$ cat src/rtl/resp_tx_queue.sv
// resp_tx_queue: response FIFO + byte serializer feeding a UART transmitter.
// Ports:
//   clk, rst_n (sync, active-low)
//   send_resp/resp_cmd/resp_data: push a {cmd,data} response
//   full, empty, busy, ovfl (sticky), clr_ovfl
//   resp_sent: pulse after the last byte of a response completes
//   trmt/tx_data/tx_done: transmitter handshake
// Optional: define RESP_CHKSUM_EN to append ~(cmd+d_hi+d_lo) as a 4th byte.
module resp_tx_queue #(
    parameter int DEPTH = 4
) (
    input  logic        clk,
    input  logic        rst_n,
    input  logic        send_resp,
    input  logic [7:0]  resp_cmd,
    input  logic [15:0] resp_data,
    output logic        full,
    output logic        empty,
    output logic        busy,
    output logic        ovfl,
    input  logic        clr_ovfl,
    output logic        resp_sent,
    output logic        trmt,
    output logic [7:0]  tx_data,
    input  logic        tx_done
);

    localparam int AW = $clog2(DEPTH);
    localparam int CW = AW + 1;
`ifdef RESP_CHKSUM_EN
    localparam int SW = 32;
    localparam logic [1:0] LAST = 2'd3;
`else
    localparam int SW = 24;
    localparam logic [1:0] LAST = 2'd2;
`endif

    typedef enum logic [1:0] {
        IDLE,
        ISSUE,
        WAIT
    } state_t;

    state_t state, state_nxt;

    logic [23:0]   mem [DEPTH];
    logic [AW-1:0] wr_ptr, rd_ptr;
    logic [CW-1:0] count;
    logic [SW-1:0] shreg;
    logic [SW-1:0] head;
    logic [1:0]    byte_cnt;
    logic          push, pop, byte_done;

    assign full  = (count == CW'(DEPTH));
    assign empty = (count == '0);
    assign busy  = (state != IDLE);

    // A push while full is lost even if a pop happens on the same edge.
    assign push      = send_resp & ~full;
    assign pop       = (state == IDLE) & ~empty;
    assign byte_done = (state == WAIT) & tx_done;

`ifdef RESP_CHKSUM_EN
    logic [7:0] chk_sum;
    assign chk_sum = mem[rd_ptr][23:16] + mem[rd_ptr][15:8] + mem[rd_ptr][7:0];
    assign head    = {mem[rd_ptr], ~chk_sum};
`else
    assign head = mem[rd_ptr];
`endif

    always_ff @(posedge clk) begin
        if (push)
            mem[wr_ptr] <= {resp_cmd, resp_data};
    end

    always_comb begin
        state_nxt = state;
        unique case (state)
            IDLE:    if (!empty) state_nxt = ISSUE;
            ISSUE:   state_nxt = WAIT;
            WAIT:    if (tx_done) state_nxt = (byte_cnt == LAST) ? IDLE : ISSUE;
            default: state_nxt = IDLE;
        endcase
    end

    always_ff @(posedge clk) begin
        if (!rst_n) begin
            state     <= IDLE;
            wr_ptr    <= '0;
            rd_ptr    <= '0;
            count     <= '0;
            ovfl      <= 1'b0;
            shreg     <= '0;
            byte_cnt  <= '0;
            trmt      <= 1'b0;
            tx_data   <= 8'h00;
            resp_sent <= 1'b0;
        end else begin
            state     <= state_nxt;
            trmt      <= 1'b0;
            resp_sent <= 1'b0;

            if (push)
                wr_ptr <= wr_ptr + 1'b1;
            if (pop)
                rd_ptr <= rd_ptr + 1'b1;
            if (push && !pop)
                count <= count + CW'(1);
            else if (pop && !push)
                count <= count - CW'(1);

            if (send_resp && full)
                ovfl <= 1'b1;
            else if (clr_ovfl)
                ovfl <= 1'b0;

            // trmt/tx_data are loaded on the edge entering ISSUE so they
            // line up with the ISSUE cycle without combinational outputs.
            if (pop) begin
                shreg    <= head;
                byte_cnt <= '0;
                trmt     <= 1'b1;
                tx_data  <= head[SW-1 -: 8];
            end

            if (byte_done) begin
                shreg    <= shreg << 8;
                byte_cnt <= byte_cnt + 2'd1;
                if (byte_cnt == LAST) begin
                    resp_sent <= 1'b1;
                end else begin
                    trmt    <= 1'b1;
                    tx_data <= shreg[SW-9 -: 8];
                end
            end
        end
    end

endmodule

$ cat config.mk
export PLATFORM = sky130hd
export DESIGN_NAME = resp_tx_queue
export DESIGN_NICKNAME = d
export VERILOG_FILES = /design/src/rtl/resp_tx_queue.sv
export SDC_FILE = /design/constraint.sdc
export NUM_CORES = 1
export LEC_CHECK = 0
export BUFFER_PORTS_ARGS = -buffer_cell sky130_fd_sc_hd__buf_4
export CAP_MARGIN = 20
export CORE_ASPECT_RATIO = 1.1
export CORE_MARGIN = 8
export CORE_UTILIZATION = 59
export DETAILED_ROUTE_END_ITERATION = 8
export GPL_ROUTABILITY_DRIVEN = 0
export HOLD_SLACK_MARGIN = 0.06
export MAX_ROUTING_LAYER = met4
export PLACE_DENSITY = 0.79
export REMOVE_ABC_BUFFERS = 1
export SYNTH_ARGS = -nofsm -noshare
export SYNTH_HDL_FRONTEND = slang
export SYNTH_SLANG_ARGS = --single-unit
$ cat constraint.sdc
create_clock -name clk -period 2.8 [get_ports clk]
set_input_delay 0.28 -clock clk [delete_from_list [all_inputs] [get_ports clk]]
set_output_delay 0.28 -clock clk [all_outputs]
set_load 0.01 [all_outputs]
==> results.cfg <==
[route]
routed_wl_mm = 10.2
drc = 0
first_pass_iters = 4
wl_per_cell_um = 19.6
viasPerCell = 5.78
drtAntennaViolNets = 0
vias = 2986
drt-initial-drc-count = 212

[sta]
finalSetupViolCount = 0
worst_slew_pin_slew_ns = 0.764
setup_tns_ns = 0
period_share = 0.833
clock.fmax_ghz = 0.429
period_needed_ns = 2.33
skew_ns = 0.0128
relSlewSlack = 0.490
rsz0062_at_grt = no
worst_hold_slack_ns = 0.0794
hold_viol = 0
final_max_slew_viol_count = 0

[cts]
clk_pin_slew_ns = 0.06
htreeDepth = 4
cts.sinks = 136
cts_tree = done
cts_max_path_buffers = 2
cts-root-buf = clkbuf_8
clk_latency_ns = 0.52
cts_buffers = 17

[critical_path]
critPathRequiredTime_ns = 3.24
path_delay_family = simple AND/OR/NAND/NOR gates
cp_slowest_cell = or3_4
r2r_start = count[0]
path_cells = or3_4 -> nand2_1 -> ha_1 -> inv_1 -> fa_1 -> xor2_1 -> or3_1 -> a21oi_1
reg2regPathDepth = 8
crit_fanout = 13
crit_type = reg2reg
cp.arrival_ns = 2.77
slowest_delay_ns = 0.48
worstReg2RegEnd = count[2]
r2r_slack_ns = 0.47
end_kind = register
crit_buf_inv = 1
cp-start-kind = register

[floorplan]
dieArea_sq_um = 12200
die_h_um = 115
initial_utilization = 0.599
row_count = 36
io-pin-count = 43
core_sq_um = 8740
die_w_um = 106

[min_path]
worstHoldPathType = in2reg
min_path_cells = 4
hp-start = clr_ovfl
hold_path_end = ovfl

[logic_synthesis]
ys_seq_elements = 136
yosysTopAreaCell = edfxtp_1
postSynthAreaPerCell_sq_um = 16.7
yosys.cell_types.count = 41
syn_area_sq_um = 5240
synth_top_cell_area_share = 0.550
yosysSeqAreaShare = 0.703
synth_area_leaders = edfxtp_1 (55%), dfxtp_1 (15%), mux4_2 (10%)
netlist_instances = 313
ys_warn_count = 0

[placed_design]
portBuffers = 42
dpl_cell_area_sq_um = 5650
dp_hpwl_mm = 6.03

[global_route]
grt_overflow_total = 0
grt_pass1_wl_mm = 16.3
grt_max_degree = 25
track_usage = 0.184
grt_pass1_vias = 3179
grt_antenna_before_repair = 0

[finish]
nets = 426
syn2layout_area_growth_pct = 22.9
final_common_cell = edfxtp_1
final_cell_mix = edfxtp_1 (96), buf_4 (52), dfxtp_1 (40), dlygate4sd3_1 (25), mux4_2 (24)
antenna_cells = 0
fillers = 512
design_area_sq_um = 6430
drive_gt1_frac = 0.280

[flow_run]
maxCapViolations = 0

[status]
outcome = completed

[pwr]
p_per_area_nw_per_um2 = 976
leakagePower_uw = 0.00227
ir_worst_vdd_mv = 0.636
==> flip-flops by register name, indices dropped and copies added (netlist names), 2 cells and up, named ones only <==
signal / flops
wr_ptr: 2
count: 3
shreg: 16
rd_ptr: 2
tx_data: 8
mem: 96
state: 2
byte_cnt: 2
==> what timing repair did <==
action	in CTS	in global routing
endpoints found under the hold margin	97	0
gates resized for setup	0	0
hold buffers	25	0
buffers inserted	0	0
==> cells by family (layout without fill, tap and decap cells) <==
kind of cell / count (synthesis) / in the layout / synth area share
simple gates: 48 / 48 / 0.0506
flops: 136 / 136 / 0.703
buf+inv: 28 / 118 / 0.0291
mux: 27 / 27 / 0.109
fa+ha+maj: 7 / 7 / 0.0182
xor+xnor: 2 / 2 / 0.00335
compound gates: 65 / 65 / 0.0865
==> synthesized netlist by cell type (all sizes together) <==
cell type,number
mux2i,3
or3,3
ha,6
edfxtp,96
and3,5
a22o,8
nor2,16
nor2b,1
a21oi,16
nand4bb,1
nand3,3
nand2,3
clkbuf,7
nand3b,1
mux4,24
buf,12
xor2,2
a2111oi,2
inv,9
nand2b,3
or3b,1
fa,1
nor3,9
o211ai,10
a211oi,9
and3b,1
dfxtp,40
o21ai,12
nor4bb,1
a32oi,8
==> worst register-to-register path, stage by stage (launching register included) <==
cell     delay, ns
dfxtp_1       0.35
or3_4         0.48
nand2_1       0.12
ha_1          0.21
inv_1         0.08
fa_1          0.39
xor2_1        0.18
or3_1         0.32
a21oi_1       0.14
==> routing by layer <==
layer  track usage  part of all wire
met4        0.0742            0.0079
met2         0.321              0.55
met3        0.0493             0.052
met5             -                 0
met1         0.195              0.39
==> per-stage QoR <==
step / cells / setup WS (ns) / total power [uW] / utilization
after global placement: 460 / 0.602 / 4260 / 0.647
final: 517 / 0.466 / 6280 / 0.736
after floorplan: 294 / 0.522 / 3760 / -
after detailed placement: 460 / 0.481 / 4330 / 0.647
after global routing: 517 / 0.343 / 6590 / 0.736
after CTS: 517 / 0.459 / 6320 / 0.736
==> final cells by class <==
| type | instances | area [sq um] | share of cell area |
|---|---|---|---|
| Clock inverter | 15 | 119 | 0.0185 |
| Sequential cell | 136 | 3680 | 0.572 |
| Clock buffer | 17 | 414 | 0.0644 |
| Multi-Input combinational cell | 149 | 1400 | 0.218 |
| Timing Repair Buffer | 77 | 641 | 0.0996 |
| Tap cell | 114 | 143 | 0.0222 |
| Inverter | 9 | 33.8 | 0.00525 |
==> worst max path at each step <==
stage / slack [ns] / cells past startpoint / endpoint / from
floorplan: 0.52 / 8 / count[2] / count[0]
global placement: 0.60 / 8 / count[2] / count[0]
detailed placement: 0.48 / 8 / count[2] / count[0]
CTS: 0.46 / 8 / count[2] / count[0]
global route: 0.34 / 8 / count[2] / count[0]
finish: 0.47 / 8 / count[2] / count[0]
==> power by group <==
| group | leakage, uW | internal, uW | total [uW] | switching [uW] |
|---|---|---|---|---|
| Sequential | 0.00121 | 2480 | 2670 | 191 |
| Clock | 0.000260 | 1100 | 1950 | 849 |
| Combinational | 0.000805 | 778 | 1650 | 876 |
Note: power is estimated with default switching activity, not from simulation.
